## src/rtl/paralelo_serial_tx_if.sv

```systemverilog
// -----------------------------------------------------------------------------
// paralelo_serial_tx_if
//   Byte handshake between the upper layer and the serial transmitter.
//
//   Signals
//     data_in    8  byte offered by the upper layer
//     valid_in   1  data_in is valid this cycle
//     ready_out  1  transmitter holding register can accept a byte this cycle
//
//   Modports
//     master  upper layer: drives data_in/valid_in, observes ready_out
//     slave   transmitter: observes data_in/valid_in, drives ready_out
// -----------------------------------------------------------------------------
interface paralelo_serial_tx_if;
  logic [7:0] data_in;
  logic       valid_in;
  logic       ready_out;

  modport master (
    output data_in,
    output valid_in,
    input  ready_out
  );

  modport slave (
    input  data_in,
    input  valid_in,
    output ready_out
  );
endinterface : paralelo_serial_tx_if

```

## src/rtl/paralelo_serial_tx.sv

```systemverilog
// -----------------------------------------------------------------------------
// paralelo_serial_tx
//   Transmit end of the PHY serial link. Bytes arrive over a valid/ready
//   handshake into a one-byte holding register and are serialised MSB-first,
//   one bit per clk_32f, eight cycles per word. Every word slot with no byte
//   available carries COMMA. After reset, SYNC_WORDS comma words are sent
//   before any data so the far-end receiver can align.
//
//   Parameters
//     SYNC_WORDS  comma words sent after reset before data (1..15)
//     COMMA       sync / idle word
//
//   Ports
//     clk_32f    in   bit clock, the only clock
//     rst_L      in   asynchronous active-low reset
//     byte_if    slave modport of paralelo_serial_tx_if (data_in, valid_in,
//                ready_out)
//     data_out   out  serial bit, registered
//     active     out  sync preamble done, data words may now be sent
//     err_comma  out  one-cycle pulse when a COMMA byte is refused
//                     (only with PS_TX_COMMA_BLOCK_EN)
//
//   Build option
//     PS_TX_COMMA_BLOCK_EN  when defined, bytes equal to COMMA are refused at
//                           the handshake and flagged on err_comma; when
//                           undefined they are sent like any other byte and
//                           the err_comma port does not exist.
// -----------------------------------------------------------------------------
module paralelo_serial_tx #(
  parameter int unsigned SYNC_WORDS = 4,
  parameter logic [7:0]  COMMA      = 8'hBC
) (
  input  logic                 clk_32f,
  input  logic                 rst_L,
  paralelo_serial_tx_if.slave  byte_if,
  output logic                 data_out,
  output logic                 active
`ifdef PS_TX_COMMA_BLOCK_EN
  ,
  output logic                 err_comma
`endif
);

  // Sync counter value on the load edge of the last preamble word.
  localparam logic [3:0] SYNC_LAST = 4'(SYNC_WORDS - 1);

  typedef enum logic {
    ST_SYNC = 1'b0,
    ST_DATA = 1'b1
  } state_t;

  state_t      state_reg;
  logic [2:0]  bit_cnt_reg;
  logic [7:0]  shift_reg;
  logic [7:0]  hold_reg;
  logic        hold_full_reg;
  logic [3:0]  sync_cnt_reg;

  logic        load_edge;
  logic [7:0]  word_next;
  logic        accept;
  logic        comma_refused;

  // A new word enters the shifter whenever the bit counter wraps to zero.
  assign load_edge = (bit_cnt_reg == 3'd0);

  // Handshake: a byte can be taken whenever the holding register is empty.
  // Nothing bypasses hold into the shifter, so ready depends only on hold.
  assign byte_if.ready_out = ~hold_full_reg;

`ifdef PS_TX_COMMA_BLOCK_EN
  // A COMMA byte would be indistinguishable from idle fill at the receiver,
  // so it is refused at the handshake instead of being silently lost.
  assign comma_refused = byte_if.valid_in && ~hold_full_reg &&
                         (byte_if.data_in == COMMA);
`else
  assign comma_refused = 1'b0;
`endif

  assign accept = byte_if.valid_in && ~hold_full_reg && ~comma_refused;

  // Word chosen for the next load: preamble and idle slots carry COMMA,
  // a held byte is used only once the preamble is finished.
  always_comb begin
    word_next = COMMA;
    if ((state_reg == ST_DATA) && hold_full_reg) begin
      word_next = hold_reg;
    end
  end

  always_ff @(posedge clk_32f or negedge rst_L) begin
    if (!rst_L) begin
      state_reg     <= ST_SYNC;
      bit_cnt_reg   <= 3'd0;
      shift_reg     <= 8'd0;
      hold_reg      <= 8'd0;
      hold_full_reg <= 1'b0;
      sync_cnt_reg  <= 4'd0;
      data_out      <= 1'b0;
      active        <= 1'b0;
`ifdef PS_TX_COMMA_BLOCK_EN
      err_comma     <= 1'b0;
`endif
    end else begin
      bit_cnt_reg <= bit_cnt_reg + 3'd1;

      if (load_edge) begin
        // The MSB goes straight to the wire on the load edge; the shifter
        // copy supplies the remaining seven bits.
        shift_reg <= word_next;
        data_out  <= word_next[7];

        case (state_reg)
          ST_SYNC: begin
            sync_cnt_reg <= sync_cnt_reg + 4'd1;
            // active rises together with the load of the final sync word,
            // so the first data slot is the word after it.
            if (sync_cnt_reg == SYNC_LAST) begin
              state_reg <= ST_DATA;
              active    <= 1'b1;
            end
          end
          ST_DATA: begin
            if (hold_full_reg) begin
              hold_full_reg <= 1'b0;
            end
          end
          default: begin
            state_reg <= ST_SYNC;
          end
        endcase
      end else begin
        data_out <= shift_reg[3'd7 - bit_cnt_reg];
      end

      // Capture only ever happens with hold empty, while draining needs hold
      // full, so the two never collide on the same edge.
      if (accept) begin
        hold_reg      <= byte_if.data_in;
        hold_full_reg <= 1'b1;
      end

`ifdef PS_TX_COMMA_BLOCK_EN
      err_comma <= comma_refused;
`endif
    end
  end

endmodule : paralelo_serial_tx

```

## src/flat_wrapper.sv

```systemverilog
// flat-port wrapper written by rule: the top's interface ports become plain ports
module paralelo_serial_tx_flat 
#(
  parameter int unsigned SYNC_WORDS = 4,
  parameter logic [7:0]  COMMA      = 8'hBC
)
  (clk_32f, rst_L, data_out, active, byte_if_data_in, byte_if_valid_in, byte_if_ready_out);
  paralelo_serial_tx_if byte_if_i ();
  input  logic clk_32f;
  input  logic rst_L;
  output logic data_out;
  output logic active;
  input wire logic [$bits(byte_if_i.data_in)-1:0] byte_if_data_in;
  input wire logic [$bits(byte_if_i.valid_in)-1:0] byte_if_valid_in;
  output wire logic [$bits(byte_if_i.ready_out)-1:0] byte_if_ready_out;
  assign byte_if_i.data_in = byte_if_data_in;
  assign byte_if_i.valid_in = byte_if_valid_in;
  assign byte_if_ready_out = byte_if_i.ready_out;
  paralelo_serial_tx #(.SYNC_WORDS(SYNC_WORDS), .COMMA(COMMA)) u_core (.clk_32f(clk_32f), .rst_L(rst_L), .byte_if(byte_if_i), .data_out(data_out), .active(active));
endmodule
```

## config.mk

```make
export PLATFORM = sky130hd
export DESIGN_NAME = paralelo_serial_tx_flat
export DESIGN_NICKNAME = d
export VERILOG_FILES = /design/src/rtl/paralelo_serial_tx_if.sv /design/src/rtl/paralelo_serial_tx.sv /design/src/flat_wrapper.sv
export SDC_FILE = /design/constraint.sdc
export NUM_CORES = 1
export LEC_CHECK = 0
export CAP_MARGIN = 10
export CORE_MARGIN = 1.5
export CORE_UTILIZATION = 31
export CTS_CLUSTER_SIZE = 40
export DETAILED_ROUTE_END_ITERATION = 8
export PLACE_DENSITY = 0.48
export SETUP_SLACK_MARGIN = 0.1
export SLEW_MARGIN = 20
export SYNTH_ARGS = -nofsm -noshare
export SYNTH_HDL_FRONTEND = slang
export SYNTH_SLANG_ARGS = --single-unit
```

## constraint.sdc

```tcl
create_clock -name clk_32f -period 4.3 [get_ports clk_32f]
set_input_delay 0.86 -clock clk_32f [delete_from_list [all_inputs] [get_ports clk_32f]]
set_output_delay 0.86 -clock clk_32f [all_outputs]
set_load 0.02 [all_outputs]
```

==> flow_metrics.tcl, run 1 <==
set metrics [dict create \
    cts_tree "done" \
    endpoint_kind "output port" \
    irDropWorstVdd_uv 137 \
    ys_async_sr_fraction_pct 100 \
    rsz0062_at_grt "no" \
    final-hold-violation-count 0 \
    finalPower_uw 523 \
    drv_cap 0 \
    cp_cell_sequence "inv_1 -> clkdlybuf4s50_1" \
    synth_cell_type_count 25 \
    path_clk_slew_ns 0.15 \
    grt_antenna_before_repair 0 \
    grt_pass1_vias 701 \
    setup_ws_ns 2.00 \
    cts.repair.resized 0 \
    syn-cell-area_mm2 0.00111 \
    synth-edff-count 0 \
    dr.pass1.iters 3 \
    required_ns 3.44 \
    drv_slew 0 \
    via_count 660 \
    diodes 0 \
    critical-path-top-delay-family "buffers and inverters" \
    ys_ff_latch 27 \
    finalCriticalPeriod_ns 2.30 \
    clk_path_buf_depth 2 \
    io_buffers 13 \
    slew_headroom_pct 52.9 \
    clock.fmax_mhz 435 \
    row_count 21 \
    path_max_fanout 4 \
    min_path_type "reg -> reg" \
    crit_type "reg -> out" \
    finClkSkew_ns 0.00953 \
    grt_pass1_wl_mm 3.17 \
    drc 0 \
    grt_usage_pct 10.3 \
    syn_nets 94 \
    wl_mm 1.74 \
    yosysMostFrequentCell "dfrtp_1" \
    cp_slowest_cell "clkdlybuf4s50_1" \
    vias_per_cell 4.65 \
    tightestPinTransition_ns 0.705 \
    core_region_area_mm2 0.00339 \
    first_iter_violations 10 \
    crit_arrival_ns 1.44 \
    numCtsBuffers 3 \
    setup_violations 0 \
    hold_buffers 0 \
    ant_nets 0 \
    cp-start-kind "flop" \
    synth_area_leader_cell "dfrtp_1" \
    leakage_nw 0.563 \
    synth-seq-area-share_pct 60.6 \
    dp_slack_ns 1.86 \
    io_pins 14 \
    dp_cells 138 \
    routedWlPerCell_um 12.2 \
    die_h_um 63.0 \
    syn_avg_cell_area_um2 13.9 \
    clock_latency_ns 0.32 \
    syn_inst 80 \
    h-tree-depth 1 \
    fin_crit_sh_pct 53.5 \
    crit_buf_inv 2 \
    synth_top_area_share_pct 60.6 \
    yosys-top-cells-area "dfrtp_1, mux2_1, ha_1" \
    die_area_mm2 0.00397 \
    status "finished, final reports clean" \
    place_congestion 0.713 \
    finalNonFillerCells 142 \
    root_buffer "clkbuf_4" \
    die_w_um 63.0 \
    grt_overflow_total 0 \
    area_delta_synth_final_pct 18.9 \
    cts_setup_buffers 0 \
    post-dp-hpwl_mm 1.32 \
    synth_common_cells "dfrtp_1, mux2_1, nand2_1, o22a_1" \
    powerDensity_mw_per_mm2 395 \
    synthFlopType "dfrtp_1" \
    final_nets 111 \
    tns_ns 0 \
    critPathMaxStageDelay_ns 0.59 \
    layout-drive-gt1-share_pct 10.4 \
    cts_sinks 27 \
    initial_core_util_pct 32.9 \
    yosys_warnings 0 \
    grt_max_degree 28 \
]
==> kinds of logic (layout without fill, tap and decap cells) <==
logic type / after synthesis / in the layout / share of synthesized area, %
flip-flops: 27 / 27 / 60.6
AND/OR/NAND/NOR: 18 / 18 / 9.88
multiplexers: 12 / 12 / 13.1
AO/OA/AOI/OAI: 11 / 11 / 7.74
buffers and inverters: 5 / 21 / 2.13
XOR/XNOR: 4 / 4 / 3.14
adder cells (fa/ha/maj): 3 / 3 / 3.37
==> layout make-up <==
class | instances | area (um2)
clock buffer | 3 | 22.5
clock inverter | 1 | 5.00
fill | 335 | 2060
inverter | 3 | 11.3
multi-input combinational | 48 | 415
sequential | 27 | 676
tap | 46 | 57.6
timing repair buffer | 14 | 138
==> per-layer routing <==
| metal | wire [um] | track usage [%] | up-vias |
|---|---|---|---|
| li1 | - | - | 315 |
| met1 | 799 | 13.1 | 335 |
| met2 | 868 | 16.8 | 8 |
| met3 | 55 | 2.16 | 2 |
| met4 | 15 | 5.00 | 0 |
| met5 | 0 | 0 | - |
==> report_power, final <==
| group | internal (mW) | leakage [nW] | switching (mW) |
|---|---|---|---|
| Combinational | 0.0561 | 0.229 | 0.0293 |
| Clock | 0.0348 | 0.0177 | 0.0725 |
| Sequential | 0.305 | 0.317 | 0.0260 |
==> through the flow <==
stage / utilization (%) / hold slack, ns / area (um2)
final: 39.1 / 0.478 / 1330
after CTS: 39.1 / 0.482 / 1330
after global placement: 38.3 / 0.442 / 1300
after floorplan: - / 0.443 / 1110
after global routing: 39.1 / 0.516 / 1330
after detailed placement: 38.3 / 0.448 / 1300
==> layout by cell type (no fill, tap or decap), drive strengths merged <==
master,synthesis,routed
xor2,2,2
or2,1,1
inv,3,3
nor2b,2,2
ha,3,3
clkdlybuf4s50,0,13
mux4,1,1
a21oi,1,1
nor2,2,2
nand2b,1,1
o21ai,1,1
nand3,3,3
nand2,5,5
buf,2,1
o22a,4,4
nand4,2,2
a21o,2,2
dfrtp,27,27
clkbuf,0,3
xnor2,2,2
clkinv,0,1
a22o,3,3
mux2,11,11
nor3b,2,2
==> path summary, 6_finish.rpt <==
| path | start | to | slack [ns] | depth (start not counted) |
|---|---|---|---|---|
| hold / removal | u_core.active | u_core.active | 0.48 | 1 |
| hold reg to reg | u_core.active | u_core.active | 0.48 | 1 |
| setup / recovery | u_core.hold_full_reg | byte_if_ready_out | 2.00 | 2 |
| max in group asynchronous | rst_L | u_core.bit_cnt_reg[1] | 3.16 | 2 |
| min in group asynchronous | rst_L | u_core.hold_reg[2] | 0.89 | 2 |
| setup reg to reg | u_core.bit_cnt_reg[0] | u_core.data_out | 2.50 | 5 |
Power figures use the tool's default switching activity.
==> run 2: changes to the inputs <==
clock period = 2.2 ns   (was 4.3 ns; I/O delays follow)
==> run 2 against run 1 <==
  * Core utilization is 0.41 points higher
  * Design area is 1.0% higher
  * Sequential power is 95% higher
  * Combinational power is 100% higher
  * Setup slack worse by 1.7 ns
  * Critical endpoint unchanged
  * Largest cell class unchanged
  * Highest routed layer unchanged
==> flow_metrics.tcl, run 2 (same netlist as run 1, synthesis figures left out) <==
set metrics [dict create \
    numCtsBuffers 3 \
    fill_cells 325 \
    drv_cap 0 \
    irDropWorstVdd_uv 288 \
    via_count 659 \
    die_w_um 63.0 \
    hold_buffers 0 \
    whs_ns 0.471 \
    cts_sinks 27 \
    vias_per_cell 4.58 \
    min_path_type "in -> async" \
    clk_path_buf_depth 2 \
    grt_pass1_wl_mm 3.32 \
    post-dp-hpwl_mm 1.29 \
    die_area_mm2 0.00397 \
    final_core_util_pct 39.5 \
    multi_input_area_um2 415 \
    clock.fmax_mhz 533 \
    path_clk_slew_ns 0.14 \
    tightestPinTransition_ns 0.350 \
    grt_overflow_total 0 \
    cts.repair.resized 0 \
    ant_nets 0 \
    h-tree-depth 1 \
    dp_cells 140 \
    grt_usage_pct 10.7 \
    tns_ns 0 \
    seq_area_um2 676 \
    first_iter_violations 14 \
    endpoint_kind "output port" \
    grt_pass1_vias 735 \
    initial_core_util_pct 32.9 \
    rsz0062_at_grt "no" \
    dr.pass1.iters 4 \
    fin_crit_sh_pct 85.2 \
    io_pins 14 \
    clock_latency_ns 0.32 \
    cts_tree "done" \
    grt_max_degree 28 \
    worstRegToRegCells 4 \
    rrSetupSlack_ns 0.64 \
    diodes 0 \
    area_delta_synth_final_pct 20.1 \
    wl_mm 1.75 \
    path_max_fanout 4 \
    finClkSkew_ns 0.00796 \
    final_cell_mix "dfrtp_1, clkdlybuf4s50_1, mux2_1" \
    timing.rr.start "u_core.bit_cnt_reg[0]" \
    io_buffers 13 \
    grt_antenna_before_repair 0 \
    required_ns 1.76 \
    drv_slew 0 \
    rr_endpoint "u_core.sync_cnt_reg[1]" \
    die_h_um 63.0 \
    finalCriticalPeriod_ns 1.88 \
    core_region_area_mm2 0.00339 \
    final-hold-violation-count 0 \
    crit_arrival_ns 1.44 \
    slew_headroom_pct 76.7 \
    routedWlPerCell_um 12.1 \
    final_nets 113 \
    finalNonFillerCells 144 \
    row_count 21 \
    powerDensity_mw_per_mm2 768 \
    cp-start-kind "flop" \
    layout_commonest_cell "dfrtp_1" \
    layout-drive-gt1-share_pct 11.2 \
    status "finished, final reports clean" \
    place_congestion 0.673 \
    crit_type "reg -> out" \
    root_buffer "clkbuf_4" \
    drc 0 \
    cts_setup_buffers 0 \
    leakage_nw 0.571 \
    setup_violations 0 \
]
[run 2: cell types whose count changed in the layout (fill, tap and decap cells not counted), sizes merged]
cell    delta
clkbuf     +1
clkinv     -1
buf        +2
[run 2: report_power, final]
part | leakage, nW | switching, mW | internal (mW) | total [mW]
sequential | 0.317 | 0.0508 | 0.595 | 0.646
clock | 0.0150 | 0.141 | 0.0710 | 0.212
combinational | 0.239 | 0.0590 | 0.112 | 0.171
[run 2: how the worst max path moves through the flow]
stage	startpoint	end	slack, ns	cells after the start
floorplan	u_core.bit_cnt_reg[0]	u_core.sync_cnt_reg[1]	0.80	4
global placement	byte_if_valid_in	u_core.hold_reg[0]	0.54	4
detailed placement	byte_if_valid_in	u_core.hold_reg[1]	0.55	4
CTS	u_core.hold_full_reg	byte_if_ready_out	0.30	2
global route	u_core.hold_full_reg	byte_if_ready_out	0.24	2
finish	u_core.hold_full_reg	byte_if_ready_out	0.32	2
[run 2: worst max-delay path, cell delays in order (launching register included)]
cell	delay, ns
dfrtp_1	0.44
inv_1	0.08
clkdlybuf4s50_1	0.60
[run 2: metrics by stage]
step | setup slack (ns) | power (mW) | instance area [um2]
floorplan | 0.799 | 0.757 | 1110
global placement | 0.545 | 0.827 | 1310
detailed placement | 0.547 | 0.833 | 1310
CTS | 0.299 | 1.05 | 1340
global route | 0.235 | 1.10 | 1340
finish | 0.325 | 1.03 | 1340
[run 2: layer usage]
layer	share of wire [%]	GRT usage, %	vias up
li1	-	-	319
met1	48	13.9	326
met2	47	17.4	10
met3	2.7	1.62	4
met4	1.5	5.00	0
met5	0	0	-
[run 2: final cells by class]
cell class	instances	area share [%]
timing repair buffer	16	11.4
tap	46	4.30
sequential	27	50.5
multi-input combinational	48	31.0
clock buffer	4	1.96
inverter	3	0.841
==> run 3: changes to the inputs <==
clock period = 2.42 ns   (was 2.2 ns; I/O delays follow)
==> run 3 against run 2 <==
  * Non-clock buffer count unchanged
  * Hold slack about the same
  * Die area unchanged
  * Final cell count unchanged
  * Count of clock-buffer cells in the layout unchanged
  * Flip-flop and latch count unchanged
  * Clock power decreased by 8%
  * Design area unchanged
  * Critical endpoint unchanged
==> flow_metrics.tcl, run 3 (same netlist as run 1, synthesis figures left out) <==
set metrics [dict create \
    path_clk_slew_ns 0.14 \
    cp-start-kind "flop" \
    post-dp-hpwl_mm 1.31 \
    area_delta_synth_final_pct 20.1 \
    grt_antenna_before_repair 0 \
    dpl_cell_area_mm2 0.00131 \
    initial_core_util_pct 32.9 \
    via_count 652 \
    leakage_nw 0.571 \
    cts.repair.resized 0 \
    slew_headroom_pct 77.4 \
    whs_ns 0.470 \
    h-tree-depth 1 \
    core_region_area_mm2 0.00339 \
    final-hold-violation-count 0 \
    cp-startpoint "u_core.hold_full_reg" \
    hp-start "u_core.active" \
    io_pins 14 \
    cts_setup_buffers 0 \
    finalPower_uw 937 \
    final_nets 113 \
    setup_ws_ns 0.501 \
    status "finished, final reports clean" \
    met3_length_um 49 \
    drv_cap 0 \
    timing.rr.start "u_core.bit_cnt_reg[0]" \
    vias_per_cell 4.53 \
    drc 0 \
    routed-wl-met2_um 873 \
    fin_crit_sh_pct 79.3 \
    root_buffer "clkbuf_4" \
    path_max_fanout 4 \
    final_cell_mix "dfrtp_1, clkdlybuf4s50_1, mux2_1" \
    dp_slack_ns 0.714 \
    rsz0062_at_grt "no" \
    layout_commonest_cell "dfrtp_1" \
    die_h_um 63.0 \
    clock_latency_ns 0.32 \
    routed.top_layer "met4" \
    cts_tree "done" \
    design_area_mm2 0.00134 \
    grt_pass1_vias 745 \
    wl_mm 1.76 \
    setup_violations 0 \
    tightestPinTransition_ns 0.338 \
    drv_slew 0 \
    powerDensity_mw_per_mm2 700 \
    die_area_mm2 0.00397 \
    required_ns 1.94 \
    routedWlPerCell_um 12.2 \
    layout-drive-gt1-share_pct 11.2 \
    io_buffers 13 \
    tns_ns 0 \
    finClkSkew_ns 0.00688 \
    crit_type "reg -> out" \
    hold_buffers 0 \
    die_w_um 63.0 \
    crit_arrival_ns 1.44 \
    dr.pass1.iters 2 \
    numCtsBuffers 3 \
    clk_path_buf_depth 2 \
    cts_sinks 27 \
    grt_max_degree 28 \
    grt_pass1_wl_mm 3.35 \
    clock.fmax_mhz 521 \
    diodes 0 \
    first_iter_violations 3 \
    finalCriticalPeriod_ns 1.92 \
    grt_usage_pct 10.8 \
    wl_met1_um 806 \
    min_path_type "reg -> reg" \
    grt_overflow_total 0 \
    ant_nets 0 \
    endpoint_kind "output port" \
    row_count 21 \
    irDropWorstVdd_uv 241 \
    place_congestion 0.668 \
]
==> run 3: power by group <==
part	internal, mW	switching, mW	leakage [nW]
Clock	0.0645	0.130	0.0150
Combinational	0.101	0.0525	0.239
Sequential	0.541	0.0471	0.317
==> run 3: per-stage QoR <==
step / std cells / utilization (%)
3_5_place_dp: 140 / 38.7
5_1_grt: 144 / 39.5
3_3_place_gp: 140 / 38.7
4_1_cts: 144 / 39.5
2_1_floorplan: 80 / -
6_report: 144 / 39.5
==> run 3: worst max-delay path, cell delays in order, from the launching register on <==
cell	delay, ns
dfrtp_1	0.44
inv_1	0.08
clkdlybuf4s50_1	0.60
==> run 3: area by class of cell <==
| class | count | area, um2 |
|---|---|---|
| fill | 332 | 2050 |
| clock buffer | 4 | 26.3 |
| tap | 46 | 57.6 |
| timing repair buffer | 16 | 153 |
| sequential | 27 | 676 |
| multi-input combinational | 48 | 415 |
| inverter | 3 | 11.3 |
==> run 3: final timing paths <==
kind                                           to  slack (ns)  cells after the start
max reg2reg                u_core.sync_cnt_reg[1]        0.85                      4
min in group asynchronous      u_core.hold_reg[0]        0.51                      2
min                                 u_core.active        0.47                      1
min reg2reg                         u_core.active        0.47                      1
max                             byte_if_ready_out        0.50                      2
max in group asynchronous           u_core.active        1.65                      2
==> run 3: metal layers <==
metal | GRT usage (%) | up-vias
met5 | 0 | -
met4 | 5.00 | 0
met3 | 1.62 | 4
met2 | 18.5 | 10
met1 | 13.2 | 321
li1 | - | 317
==> patch, RTL diff (settings of run 1) <==
Reset style: synchronous (`rst_L`), changed in one clocked block. Comments in the files are not updated.
--- a/src/rtl/paralelo_serial_tx.sv
+++ b/src/rtl/paralelo_serial_tx.sv
@@ -90,3 +90,3 @@
 
-  always_ff @(posedge clk_32f or negedge rst_L) begin
+  always_ff @(posedge clk_32f) begin
     if (!rst_L) begin
Check against the original RTL: differs if rst_L is asserted again (counterexample within 4 cycles, from zero or initial values and one cycle with rst_L low); with rst_L held inactive, the same outputs for 10 cycles.
==> patch against run 1 <==
Power decreased by 10%. Global-route usage decreased by 0.11 points. Sequential cell count unchanged. Die area decreased by 0.22%. Sequential power decreased by 15%. Count of clock-buffer cells in the layout unchanged. Area after synthesis decreased by 0.22%. Via count increased by 10%. Worst setup slack improved by 100 ps. Critical path depth increased by 2. Wire length increased by 9.9%. Non-clock buffer count decreased by 1. Final area decreased by 1.1%.
==> patch: results (changes against run 1) <==
| Metric | Value |
|---|---|
| Later-pin clock latency in the skew report | 330 ps |
| EDFF count, synth | 0 (unchanged) |
| Final net count | 129 (+16%) |
| Leakage | 0.493 nW (-12%) |
| First-pass GRT wire length | 3.17 mm (unchanged) |
| Max rail drop VDD | 107 uV (-21%) |
| Iter 0 DRT Violations | 16 (+6) |
| Peak fanout along the critical path | 8 (+4) |
| Yosys warning count | 0 (unchanged) |
| Ys async rst share | 0 (-1.00) |
| Worst EP arrival | 2440 ps (+1000 ps) |
| Vias in the first global route | 639 (-8.8%) |
| Slowest cell delay on critical path | 780 ps (+190 ps) |
| Antenna cells | 0 (unchanged) |
| Vias/cell | 4.55 (-2.1%) |
| Dpl ws | 1670 ps (-194 ps) |
| CTS root buf | clkbuf_4 |
| Gr usage total | 0.102 (-0.00111) |
| Synth Net Count | 115 (+22%) |
| Avg WL per Cell | 12.0 um (-2.4%) |
| IO buf count | 13 (unchanged) |
| Htree depth | 1 (unchanged) |
| Final hold violation count | 0 (unchanged) |
| CTS clock-pin slew for the worst setup and hold paths | 150 ps (about the same) |
| NetSw | 0.000123 W (-3.5%) |
| Total iterations of the first detailed-routing run | 4 (+1) |
| HPWL after DPL | 1.35 mm (+1.7%) |
| Largest net degree at the start of global routing | 27 (-3.6%) |
| Synth unique cells | 29 (+16%) |
| Hold Path Class | register to register |
| Status | finished clean |
| Post-Syn Instances | 101 (+26%) |
| Dpl cell area | 1280 sq um (-1.3%) |
| Crit path max-delay cell type | nor2b_1 |
| Post-synth top cells | dfxtp_1 (27), nor2b_1 (16), mux2i_1 (12), o221a_2 (4) |
| Post-cts resize count | 0 (unchanged) |
| Worst-margin pin slew | 990 ps (+285 ps) |
| Clock skew | 6.99 ps (-2.54 ps) |
| Register area share after synthesis | 0.486 (-0.120) |
| CTS Buffer Depth | 2 (unchanged) |
| Share of cells above drive strength 1 | 0.0965 (-0.00768) |
| Initial antenna violation count | 0 (unchanged) |
| Gpl congestion | 0.704 (-1.3%) |
| Synth top area cells | dfxtp_1 (49%), mux2i_1 (11%), nor2b_1 (9.0%) |
| DR vias | 728 (+10%) |
| Postcts setup bufs | 0 (unchanged) |
| FILL cells | 338 (+0.90%) |
| Clock buffer count from CTS | 3 (unchanged) |
| Placed Cells | 156 (+13%) |
patch: cell count changes in the layout (fill, tap and decap cells not counted), moves of 3 or more:
cell	before	now
nor2b_1	2	16
and2_1	0	3
a22o_1	3	0
a22oi_1	0	3
o221a_2	0	4
o22a_1	4	0
nand2_1	5	1
dfrtp_1	27	0
mux2_1	9	0
dfxtp_1	0	27
mux2i_1	0	12
patch: area by class of cell:
type | count | area share
Inverter | 3 | 0.00860
Timing Repair Buffer | 13 | 0.0993
Clock buffer | 3 | 0.0172
Multi-Input combinational cell | 67 | 0.413
Clock inverter | 1 | 0.00573
Sequential cell | 27 | 0.413
Tap cell | 46 | 0.0439
patch: cell families after synthesis:
logic type | Yosys count | synth area share
simple gates | 31 | 0.187
flops | 27 | 0.486
compound gates | 18 | 0.121
mux | 13 | 0.128
buf+inv | 7 | 0.0281
fa+ha+maj | 3 | 0.0337
xor+xnor | 2 | 0.0158
patch: per-layer routing:
| metal | share of wire | wire length, um | vias up | GRT usage |
|---|---|---|---|---|
| met5 | 0 | 0 | - | 0 |
| met4 | 0.015 | 29 | 0 | 0.0417 |
| met3 | 0.035 | 67 | 4 | 0.0234 |
| met2 | 0.42 | 801 | 12 | 0.140 |
| met1 | 0.53 | 1010 | 331 | 0.152 |
| li1 | - | - | 381 | - |
patch: path summary, 6_finish.rpt:
check | slack [ps] | cells after the start | from | end
min reg2reg | 500 | 2 | u_core.shift_reg[7]$_SDFFE_PN0N_ | u_core.shift_reg[7]$_SDFFE_PN0N_
max reg2reg | 2720 | 5 | u_core.bit_cnt_reg[0]$_SDFF_PN0_ | u_core.shift_reg[7]$_SDFFE_PN0N_
max | 2100 | 4 | byte_if_valid_in | u_core.hold_reg[6]$_SDFFE_PN0P_
min | 500 | 2 | u_core.shift_reg[7]$_SDFFE_PN0N_ | u_core.shift_reg[7]$_SDFFE_PN0N_
patch: per-stage QoR:
step / util / total power, W
3_5_place_dp: 0.378 / 0.000365
5_1_grt: 0.386 / 0.000499
2_1_floorplan: - / 0.000339
3_3_place_gp: 0.378 / 0.000363
4_1_cts: 0.386 / 0.000479
6_report: 0.386 / 0.000470
patch: worst max-delay path, delay by kind of cell:
family,cells,cell delay [ps]
and+or+nand+nor,2,840
buffers and inverters,1,470
muxes,1,270
patch: power by group through the flow:
| stage | registers (W) | logic, W | clock network, W |
|---|---|---|---|
| 4_1_cts | 0.000284 | 0.0000756 | 0.000120 |
| 5_1_grt | 0.000286 | 0.0000839 | 0.000129 |
| 3_5_place_dp | 0.000289 | 0.0000755 | 0 |
| 2_1_floorplan | 0.000286 | 0.0000525 | 0 |
| 3_3_place_gp | 0.000289 | 0.0000746 | 0 |
| 6_report | 0.000283 | 0.0000744 | 0.000113 |
